[config.mk]
export PLATFORM = sky130hd
export DESIGN_NAME = rv_wb_arbiter
export DESIGN_NICKNAME = d
export VERILOG_FILES = /design/src/rtl/rv_wb_arbiter_pkg.sv /design/src/rtl/rv_wb_timeout.sv /design/src/rtl/rv_wb_arbiter.sv
export SDC_FILE = /design/constraint.sdc
export NUM_CORES = 1
export LEC_CHECK = 0
export CAP_MARGIN = 10
export CORE_AREA = 5 5 96 188
export DETAILED_ROUTE_END_ITERATION = 8
export DIE_AREA = 0 0 101 193
export GPL_TIMING_DRIVEN = 0
export PLACE_DENSITY = 0.76
export SLEW_MARGIN = 20
export SYNTH_ARGS = -nofsm -noshare
export SYNTH_HDL_FRONTEND = slang
export SYNTH_HIERARCHICAL = 1
export SYNTH_SLANG_ARGS = --single-unit
[constraint.sdc]
create_clock -name i_clk -period 1.9 [get_ports i_clk]
set_input_delay 0.38 -clock i_clk [delete_from_list [all_inputs] [get_ports i_clk]]
set_output_delay 0.38 -clock i_clk [all_outputs]
set_load 0.01 [all_outputs]
[src/rtl/rv_wb_arbiter_pkg.sv]
// Shared types for the two-requester Wishbone arbiter: FSM state encoding,
// the captured bus request record, and the fixed shape of a fetch request.
package rv_wb_arbiter_pkg;

    typedef enum logic [1:0] {
        IDLE    = 2'd0,
        BUS_INS = 2'd1,
        BUS_DAT = 2'd2,
        DONE    = 2'd3
    } arb_state_t;

    typedef struct packed {
        logic [31:0] adr;
        logic [31:0] wdat;
        logic        we;
        logic [3:0]  sel;
    } wb_req_t;

    // Fetches are always full-word reads with no write data.
    function automatic wb_req_t fetch_req(input logic [31:0] adr);
        wb_req_t r;
        r.adr  = adr;
        r.wdat = 32'h0000_0000;
        r.we   = 1'b0;
        r.sel  = 4'b1111;
        return r;
    endfunction

endpackage

[src/rtl/rv_wb_timeout.sv]
// Saturating bus-cycle watchdog: flags the last allowed cycle of an
// unanswered bus cycle. A zero limit disables the guard entirely.
module rv_wb_timeout #(
    parameter int TIMEOUT_CYCLES = 255
) (
    input  logic i_clk,
    input  logic i_reset,
    input  logic i_clear,
    input  logic i_run,
    output logic o_expired
);

    generate
        if (TIMEOUT_CYCLES == 0) begin : g_off
            assign o_expired = 1'b0;
        end else begin : g_on
            localparam int CW = $clog2(TIMEOUT_CYCLES + 1);
            localparam logic [CW-1:0] LIMIT = CW'(TIMEOUT_CYCLES);
            localparam logic [CW-1:0] ONE   = CW'(1);

            logic [CW-1:0] count_r;

            // Count elapsed bus cycles, holding at the limit instead of wrapping.
            always_ff @(posedge i_clk) begin
                if (i_reset || i_clear) begin
                    count_r <= '0;
                end else if (i_run && (count_r != LIMIT)) begin
                    count_r <= count_r + ONE;
                end else begin
                    count_r <= count_r;
                end
            end

            // count_r holds cycles already elapsed, so the limit-th cycle is when it reads LIMIT-1.
            assign o_expired = i_run && (count_r >= (LIMIT - ONE));
        end
    endgenerate

endmodule

[src/rtl/rv_wb_arbiter.sv]
// Round-robin arbiter sharing one Wishbone classic bus between instruction
// fetch and load/store, with registered bus outputs and one-cycle responses.
module rv_wb_arbiter
    import rv_wb_arbiter_pkg::*;
#(
    parameter int TIMEOUT_CYCLES = 255
) (
    input  logic        i_clk,
    input  logic        i_reset,
    input  logic        i_ins_req,
    input  logic [31:0] i_ins_adr,
    output logic [31:0] o_ins_dat,
    output logic        o_ins_ack,
    output logic        o_ins_err,
    input  logic        i_dat_req,
    input  logic [31:0] i_dat_adr,
    input  logic [31:0] i_dat_wdat,
    input  logic        i_dat_we,
    input  logic [3:0]  i_dat_sel,
    output logic [31:0] o_dat_rdat,
    output logic        o_dat_ack,
    output logic        o_dat_err,
    output logic [31:0] o_wb_adr,
    output logic [31:0] o_wb_dat,
    output logic        o_wb_we,
    output logic [3:0]  o_wb_sel,
    output logic        o_wb_stb,
    output logic        o_wb_cyc,
    input  logic [31:0] i_wb_dat,
    input  logic        i_wb_ack,
    input  logic        i_wb_err
);

    arb_state_t state_r;
    logic       last_dat_r;
    logic       grant_dat_s;
    logic       grant_ins_s;
    logic       on_bus_s;
    logic       expired_s;
    logic       ok_s;
    wb_req_t    ins_fields_s;
    wb_req_t    dat_fields_s;
    wb_req_t    grant_fields_s;

    assign ins_fields_s = fetch_req(i_ins_adr);
    assign dat_fields_s = '{adr: i_dat_adr, wdat: i_dat_wdat, we: i_dat_we, sel: i_dat_sel};
    assign on_bus_s     = (state_r == BUS_INS) || (state_r == BUS_DAT);
    assign ok_s         = i_wb_ack && !i_wb_err;

    // Pick a winner for the IDLE cycle; on a tie, favour the side not served last.
    always_comb begin
        grant_dat_s = 1'b0;
        grant_ins_s = 1'b0;
        if (i_dat_req && (!i_ins_req || !last_dat_r)) begin
            grant_dat_s = 1'b1;
        end else if (i_ins_req) begin
            grant_ins_s = 1'b1;
        end else begin
            grant_dat_s = 1'b0;
            grant_ins_s = 1'b0;
        end
    end

    assign grant_fields_s = grant_dat_s ? dat_fields_s : ins_fields_s;

    rv_wb_timeout #(
        .TIMEOUT_CYCLES(TIMEOUT_CYCLES)
    ) u_timeout (
        .i_clk    (i_clk),
        .i_reset  (i_reset),
        .i_clear  (!on_bus_s),
        .i_run    (on_bus_s),
        .o_expired(expired_s)
    );

    // Arbiter FSM with bus capture registers and the response demux.
    always_ff @(posedge i_clk) begin
        if (i_reset) begin
            state_r    <= IDLE;
            last_dat_r <= 1'b0;
            o_wb_adr   <= 32'h0000_0000;
            o_wb_dat   <= 32'h0000_0000;
            o_wb_we    <= 1'b0;
            o_wb_sel   <= 4'b0000;
            o_wb_stb   <= 1'b0;
            o_wb_cyc   <= 1'b0;
            o_ins_ack  <= 1'b0;
            o_ins_err  <= 1'b0;
            o_ins_dat  <= 32'h0000_0000;
            o_dat_ack  <= 1'b0;
            o_dat_err  <= 1'b0;
            o_dat_rdat <= 32'h0000_0000;
        end else begin
            o_ins_ack <= 1'b0;
            o_ins_err <= 1'b0;
            o_dat_ack <= 1'b0;
            o_dat_err <= 1'b0;
            case (state_r)
                IDLE: begin
                    if (grant_dat_s || grant_ins_s) begin
                        o_wb_adr   <= grant_fields_s.adr;
                        o_wb_dat   <= grant_fields_s.wdat;
                        o_wb_we    <= grant_fields_s.we;
                        o_wb_sel   <= grant_fields_s.sel;
                        o_wb_cyc   <= 1'b1;
                        o_wb_stb   <= 1'b1;
                        last_dat_r <= grant_dat_s;
                        state_r    <= grant_dat_s ? BUS_DAT : BUS_INS;
                    end
                end
                BUS_INS, BUS_DAT: begin
                    // Error beats ack; timeout only matters while the slave is silent.
                    if (i_wb_ack || i_wb_err || expired_s) begin
                        o_wb_cyc <= 1'b0;
                        o_wb_stb <= 1'b0;
                        state_r  <= DONE;
                        if (state_r == BUS_DAT) begin
                            o_dat_ack  <= ok_s;
                            o_dat_err  <= !ok_s;
                            o_dat_rdat <= ok_s ? i_wb_dat : 32'h0000_0000;
                        end else begin
                            o_ins_ack <= ok_s;
                            o_ins_err <= !ok_s;
                            o_ins_dat <= ok_s ? i_wb_dat : 32'h0000_0000;
                        end
                    end
                end
                DONE: begin
                    state_r <= IDLE;
                end
                default: begin
                    state_r  <= IDLE;
                    o_wb_cyc <= 1'b0;
                    o_wb_stb <= 1'b0;
                end
            endcase
        end
    end

endmodule

# Word level (Yosys, flattened, before mapping)
# Cells that the tools add are included.
# word_totals
wordCells	62
regBits	149
out_inout_bits	139
# op_classes
n_bitwise	3
n_mux	12
n_lt_le_gt_ge	1
n_reduce_logical	25
n_addsub	1
n_eq_ne	6
# ops
op	n
$mux W69	1
$mux W32	1
$reduce_and A3 Y1	3
$add A8 B1 Y8 const B	1
$ge A8 B8 Y1 const B	1
$ne A8 B8 Y1 const B	1
$reduce_or A4 Y1	2
$logic_or A1 B1 Y1	6
$mux W2	3
$pmux W2 S3	1
$logic_not A1 Y1	5
$mux W1	5
$eq A2 B2 Y1 const B	2
$logic_and A1 B1 Y1	4
$ne A2 B2 Y1 const B	2
$reduce_and A2 Y1	2
$not A1 Y1	3
$eq A2 B1 Y1 const B	1
$logic_not A2 Y1	1
$pmux W1 S2	1
$reduce_bool A2 Y1	1
$reduce_or A2 Y1	1

# Depth between registers and ports, before layout
# Gate-level depths: netlist (run 1).
# logic_depth
word_depth	7
mapped_depth	10
mapped_depth_nobuf	8

# Modules after synthesis
# The synthesis (run 1) kept the hierarchy.
# modules_own_cells
module	area_per_inst_um2	n_inst	cells_each
rv_wb_arbiter	5669.2	1	591
rv_wb_timeout	441.7	1	51

# Worst setup path after synthesis (run 1)
# OpenSTA, ideal clock, no wires.
# synth_timing
path_type	register to register
start	reg state_r[1]
end	reg o_ins_dat[0]
t_arrival_ps	1991
setup_slack_ps	-163
path_stages_with_launch	10
synth_period_minus_slack_ps	2063
required_time_ps	1828
n_path_buf	1
cell_sequence	dfxtp_1 > inv_1 > ha_1 > nand3_2 > nor3_1 > or3_4 > nand2_2 > nor2_2 > buf_6 > mux2i_1
# synth_between
elab_chain_len	5
word_cells_on_any_way	8
classes_between	eq/ne (2); bitwise (1); reduce/logical (5)
# synth_rtl
element	line_no	source
start, declared	rv_wb_arbiter.sv:34	arb_state_t state_r;
start signal, assigned	rv_wb_arbiter.sv:108	state_r <= grant_dat_s ? BUS_DAT : BUS_INS;
$eq A2 B1 Y1 / $eq A2 B2 Y1 (equally long branches)	rv_wb_arbiter.sv:47	assign on_bus_s = (state_r == BUS_INS) || (state_r == BUS_DAT);
$logic_or A1 B1 Y1 *	rv_wb_arbiter.sv:47	
via on_bus_s	rv_wb_arbiter.sv:38	logic on_bus_s;
$logic_and A1 B1 Y1 *	rv_wb_timeout.sv:35	assign o_expired = i_run && (count_r >= (LIMIT - ONE));
via expired_s	rv_wb_arbiter.sv:39	logic expired_s;
$logic_or A1 B1 Y1 *	rv_wb_arbiter.sv:113	if (i_wb_ack || i_wb_err || expired_s) begin
$reduce_and A3 Y1 (no source line) *	--	
end signal, assigned	rv_wb_arbiter.sv:124	o_ins_dat <= ok_s ? i_wb_dat : 32'h0000_0000;
end, declared	rv_wb_arbiter.sv:12	output logic [31:0] o_ins_dat,
# The timed path passes the listed nets; every way through them passes the cells marked *.
# A chain may end at the register's enable or synchronous reset.

# Worst setup path in the final report (run 1)
# layout_timing
start	reg state_r[0]
end	reg u_timeout.g_on.count_r[7]
# layout_between
elab_chain_len	4
word_cells_on_any_way	6
classes_between	eq/ne (2); reduce/logical (4)
# layout_rtl
element	line_no	source
$eq A2 B1 Y1 / $eq A2 B2 Y1 (equally long branches)	rv_wb_arbiter.sv:47	
$logic_or A1 B1 Y1 *	rv_wb_arbiter.sv:47	
via on_bus_s	rv_wb_arbiter.sv:38	
$logic_not A1 Y1	rv_wb_arbiter.sv:71	.i_clear (!on_bus_s),
$logic_or A1 B1 Y1	rv_wb_timeout.sv:25	if (i_reset || i_clear) begin
end signal, assigned	rv_wb_timeout.sv:28	count_r <= count_r + ONE;
end signal, assigned	rv_wb_timeout.sv:30	count_r <= count_r;
end, declared	rv_wb_timeout.sv:21	logic [CW-1:0] count_r;
# Marks and branches as above.

==> impl_metrics.ini, run 1 <==
[status]
status = finished clean

[yosys]
synth_top_family_by_area = simple AND/OR/NAND/NOR gates
synth_edf_count = 0
async_reset_ff_frac = 0
synthXorXnorAreaFrac = 0.001433
synth_mux_area_frac = 0.05569
yosys.area_share.adder = 0.01024
synth_nets = 786
syn_avg_cell_area_sq_um = 9.518
synth_compound_area_frac = 0.1640
yosysWarnings = 6
synthDistinctLibCells = 51
yosysSeqAreaShare = 0.4881
yosys_register_bits = 149
synth_cells = 642
synthSimpleGateAreaFrac = 0.2176
post_synth_instance_area_sq_um = 6111
synth_flop_cell = dfxtp_1

[routing]
wl_um = 20490
vias = 5903
detail-route-antenna-nets = 0
drtPass1Iterations = 4
viasPerCell = 5.024
drt_iter0_drc = 212
wire_per_inst_um = 17.44
drc = 0

[job]
maxCapViolations = 0

[layout]
nFillCells = 1385
multi_input_area_sq_um = 2798
final_common_cell = clkdlybuf4s50_1
layoutNonFillerInstCount = 1175
drive_above_1_share = 0.1446
final-seq-area_sq_um = 2990
syn_to_final_growth_pct = 64.13
diodes = 0
layout_common_cells = clkdlybuf4s50_1, dfxtp_1, nand2_1
final_nets = 1100

[placed_design]
place_congestion = 0.8227
port_buffers = 277
dp_slack_ns = -0.5280
hpwl_um = 15500
dp.cells = 1126

[critical_path]
end_kind = flop
crit_required_ns = 2.21
arrival_ns = 2.15
critPathKind = flop to flop
start_kind = flop
r2r-start = state_r[0]
critPathLaunch = state_r[0]
worstPathMaxFanout = 3

[sta]
holdWs_ns = 0.4704
final.min_clock_period_ns = 1.836
fin_skew_ns = 0.009102
worst_pin_slew_ns = 0.4331
fin_crit_sh = 0.9663
hold_viol_final = 0
fin_setup_tns_ns = 0
maxSlewViolCount = 0
fmax_ghz = 0.5447
slew_headroom = 0.7113
setup_viol = 0
setup_ws_ns = 0.06397

[pwr]
power_leakage_nw = 3.701
powerDensity_nw_per_um2 = 1246
power_mw = 12.50
ir_drop_v = 0.0007113

[worst_hold_path]
hp-class = flop to flop
hold_path_startpoint = o_ins_dat[29]

[grt]
grt_max_degree = 17
grt.total_usage = 0.2101
grt_first_pass_wirelength_um = 31920
antenna_found_initial = 0
grt_pass1_vias = 6223
overflow = 0

[floorplanning]
die_w_um = 101
die_area_sq_um = 19490
num_rows = 67
die_h_um = 193
start_util = 0.3700
core_area_sq_um = 16510
ioPinCount = 278

[clock_tree]
cts_sinks = 149
cts.htree.levels = 4
cts_tree = built
clockBufferDepth = 2
cts.hold.buffers_added = 0
clk_pin_slew_ns = 0.06
root_buffer = clkbuf_16
worstSkewPairLatency_ns = 0.42
numCtsBuffers = 17
==> cells by family (layout without fill, tap and decap cells) <==
family | count (synthesis) | after routing
adder cells (fa/ha/maj) | 5 | 5
flip-flops | 149 | 149
multiplexers | 34 | 34
AO/OA/AOI/OAI | 119 | 119
AND/OR/NAND/NOR | 276 | 276
buffers and inverters | 58 | 384
XOR/XNOR | 1 | 1
==> synth_stat cells (2+ instances only) <==
cell type	number	area, sq um
buf_4	5	37.54
a311oi_1	28	245.2
nor2b_1	2	12.51
o21ai_1	6	30.03
nor2_1	74	277.8
ha_1	5	62.56
clkbuf_2	2	10.01
o21ai_0	27	135.1
a311oi_2	6	90.09
a21oi_1	4	20.02
nand2_1	106	397.9
inv_1	7	26.28
o22ai_1	4	25.02
nand3_2	2	20.02
nor2_2	2	12.51
a22oi_2	20	250.2
nand3_1	4	20.02
dfxtp_1	149	2983
nand2b_1	34	212.7
nor3_1	7	35.03
buf_6	17	191.4
a22oi_1	13	97.59
mux2i_1	34	340.3
nand3b_1	32	240.2
buf_2	14	70.07
clkbuf_1	13	48.80
==> through the flow <==
stage / cell area, sq um / utilization
final: 10030 / 0.6073
after global routing: 10030 / 0.6073
after CTS: 9896 / 0.5992
after detailed placement: 9160 / 0.5547
after global placement: 9160 / 0.5547
after floorplan: 6128 / -
==> worst max-delay path: stages (launching register included) <==
cell and delay, ns:
dfxtp_2 0.34, inv_2 0.05, ha_4 0.28, nand3_4 0.08, buf_4 0.16, buf_4 0.13
or4_1 0.47, o211a_1 0.22
==> power breakdown <==
group | total [mW] | leakage (nW) | switching [mW] | internal [mW]
combinational | 5.13 | 2.20 | 2.39 | 2.74
sequential | 3.94 | 1.22 | 0.295 | 3.65
clock | 3.43 | 0.281 | 1.36 | 2.07
==> area by class of cell <==
class / instances / area share
plain buffers: 51 / 0.03880
clock buffers: 20 / 0.04354
repair buffers: 295 / 0.2972
multi-input cells: 435 / 0.2789
clock inverters: 11 / 0.01497
well taps: 207 / 0.02582
flip-flops and latches: 149 / 0.2982
inverters: 7 / 0.002620
==> state kept, by name (all words and copies together) (netlist names), 2 cells and up <==
| register | count |
|---|---|
| o_wb_dat | 32 |
| u_timeout/g_on.count_r | 8 |
| o_wb_sel | 4 |
| o_dat_rdat | 32 |
| state_r | 2 |
| o_wb_adr | 32 |
| o_ins_dat | 32 |
==> final timing paths <==
kind / slack (ns) / end / cells after the start
worst min register to register: 0.47 / o_ins_dat[29] / 2
worst min-delay path: 0.47 / o_ins_dat[29] / 2
worst max-delay path: 0.06 / u_timeout/g_on.count_r[7] / 7
worst max register to register: 0.06 / u_timeout/g_on.count_r[7] / 7
==> repair_timing <==
| action | in CTS | in global routing |
|---|---|---|
| setup endpoints to repair | 109 | 99 |
| resized for setup | 18 | 10 |
| hold endpoints to repair | 0 | 0 |
| pin swaps | 4 | 6 |
| gates cloned | 1 | 2 |
| buffers inserted | 7 | 8 |
==> layer usage <==
layer,up-vias,global-route usage,share of wire
met5,-,0,0
met4,0,0.09575,0.032
met3,41,0.09183,0.11
met2,266,0.3398,0.47
met1,2728,0.2371,0.38
li1,2868,-,-
Note: power is estimated with default switching activity, not from simulation.
==> inputs of run 2 (changes only) <==
- CORE_AREA: 5 5 96 188 -> 2 2 93 185
- DIE_AREA: 0 0 101 193 -> 0 0 95 187
- SLEW_MARGIN: 20 -> 15
==> run 2 against run 1 <==
Setup slack worse by 0.016 ns. Largest cell class unchanged. Die area down 8.9%. Final cell count down 0.34%. Largest power group unchanged. Wire length down 0.66%.
==> impl_metrics.ini, run 2 (synthesized netlist as in run 1, its figures left out) <==
[status]
status = finished clean

[placed_design]
hpwl_um = 15000
dp_slack_ns = -0.6066
place_congestion = 0.8222
port_buffers = 277

[grt]
grt_max_degree = 17
grt_pass1_vias = 6253
grt.total_usage = 0.2289
overflow = 0
grt_first_pass_wirelength_um = 31730
antenna_found_initial = 0

[sta]
maxSlewViolCount = 0
setup_ws_ns = 0.04762
slew_headroom = 0.6860
hold_viol_final = 0
fmax_ghz = 0.5398
fin_crit_sh = 0.9749
rsz0062_at_grt = yes
final.min_clock_period_ns = 1.852
holdWs_ns = 0.4765
worst_pin_slew_ns = 0.4710
setup_viol = 0
fin_skew_ns = 0.01128

[routing]
vias = 5918
drt_iter0_drc = 225
drtPass1Iterations = 4
detail-route-antenna-nets = 0
wire_per_inst_um = 17.38
drc = 0
viasPerCell = 5.054
wl_um = 20360

[floorplanning]
die_w_um = 95
die_h_um = 187
ioPinCount = 278
num_rows = 67
die_area_sq_um = 17770
start_util = 0.3700
core_area_sq_um = 16510

[clock_tree]
cts.hold.buffers_added = 0
cts_tree = built
cts.htree.levels = 4
worstSkewPairLatency_ns = 0.42
cts_sinks = 149
numCtsBuffers = 17
clockBufferDepth = 2
root_buffer = clkbuf_16
clk_pin_slew_ns = 0.06

[layout]
nFillCells = 1431
final_common_cell = clkdlybuf4s50_1
utilization = 0.6024
drive_above_1_share = 0.1432
diodes = 0
syn_to_final_growth_pct = 62.80
layout_common_cells = clkdlybuf4s50_1, dfxtp_1, nand2_1
final_nets = 1095

[critical_path]
worstPathMaxFanout = 6
crit_required_ns = 2.25
end_kind = flop
arrival_ns = 2.20
critPathLaunch = state_r[1]
r2r-start = state_r[1]
critPathKind = flop to flop
start_kind = flop

[job]
maxCapViolations = 0

[worst_hold_path]
hold_path_startpoint = o_ins_dat[19]
hp-class = flop to flop

[pwr]
ir_drop_v = 0.0007985
power_leakage_nw = 3.671
powerDensity_nw_per_um2 = 1233
==> run 2: metrics by stage <==
step / power (mW) / cell area [sq um] / TNS [ns] / cells
after global placement: 8.445 / 9160 / -42.59 / 1126
after floorplan: 6.612 / 6128 / 0 / 642
after CTS: 12.31 / 9896 / -2.281 / 1168
after detailed placement: 8.544 / 9160 / -49.38 / 1126
final: 12.27 / 9948 / 0 / 1171
after global routing: 12.90 / 9948 / -0.6029 / 1171
==> run 2: worst paths after layout <==
path                    to  cells past startpoint  slack [ns]
max          o_ins_dat[16]                     10        0.05
min          o_ins_dat[19]                      2        0.48
max reg2reg  o_ins_dat[16]                     10        0.05
min reg2reg  o_ins_dat[19]                      2        0.48
==> run 2: what timing repair did <==
item / in CTS / in global routing
buffers inserted: 9 / 5
setup endpoints to repair: 127 / 114
gates cloned: 1 / 1
pin swaps: 4 / 6
hold endpoints to repair: 0 / 0
gates resized for setup: 17 / 23
==> run 2: report_power, final <==
part / internal [mW] / leakage (nW) / switching (mW)
logic: 2.59 / 2.17 / 2.39
clock network: 1.88 / 0.280 / 1.46
registers: 3.65 / 1.22 / 0.312
total: 8.12 / 3.67 / 4.16
==> run 2: worst max-delay path, stage by stage, from the launching register on <==
cell and delay, ns:
dfxtp_2 0.34, inv_2 0.04, ha_4 0.28, nand3_4 0.08, nor3_2 0.15, or3_4 0.17, nand2_4 0.06, nor2_4 0.19
buf_4 0.16, clkbuf_16 0.14, mux2i_1 0.17
==> run 2: layer usage <==
layer	vias up	track usage	part of all wire
li1	2848	-	-
met1	2773	0.2517	0.38
met2	260	0.3813	0.49
met3	37	0.09871	0.11
met4	0	0.09030	0.027
met5	-	0	0
==> run 2: layout make-up <==
type | instances | area, sq um | share of cell area
repair buffers | 293 | 2960 | 0.2976
clock buffers | 18 | 439.2 | 0.04415
flip-flops and latches | 149 | 2989 | 0.3005
multi-input cells | 435 | 2793 | 0.2807
clock inverters | 14 | 143.9 | 0.01446
plain buffers | 48 | 337.8 | 0.03396
well taps | 207 | 259.0 | 0.02603
inverters | 7 | 26.28 | 0.002641
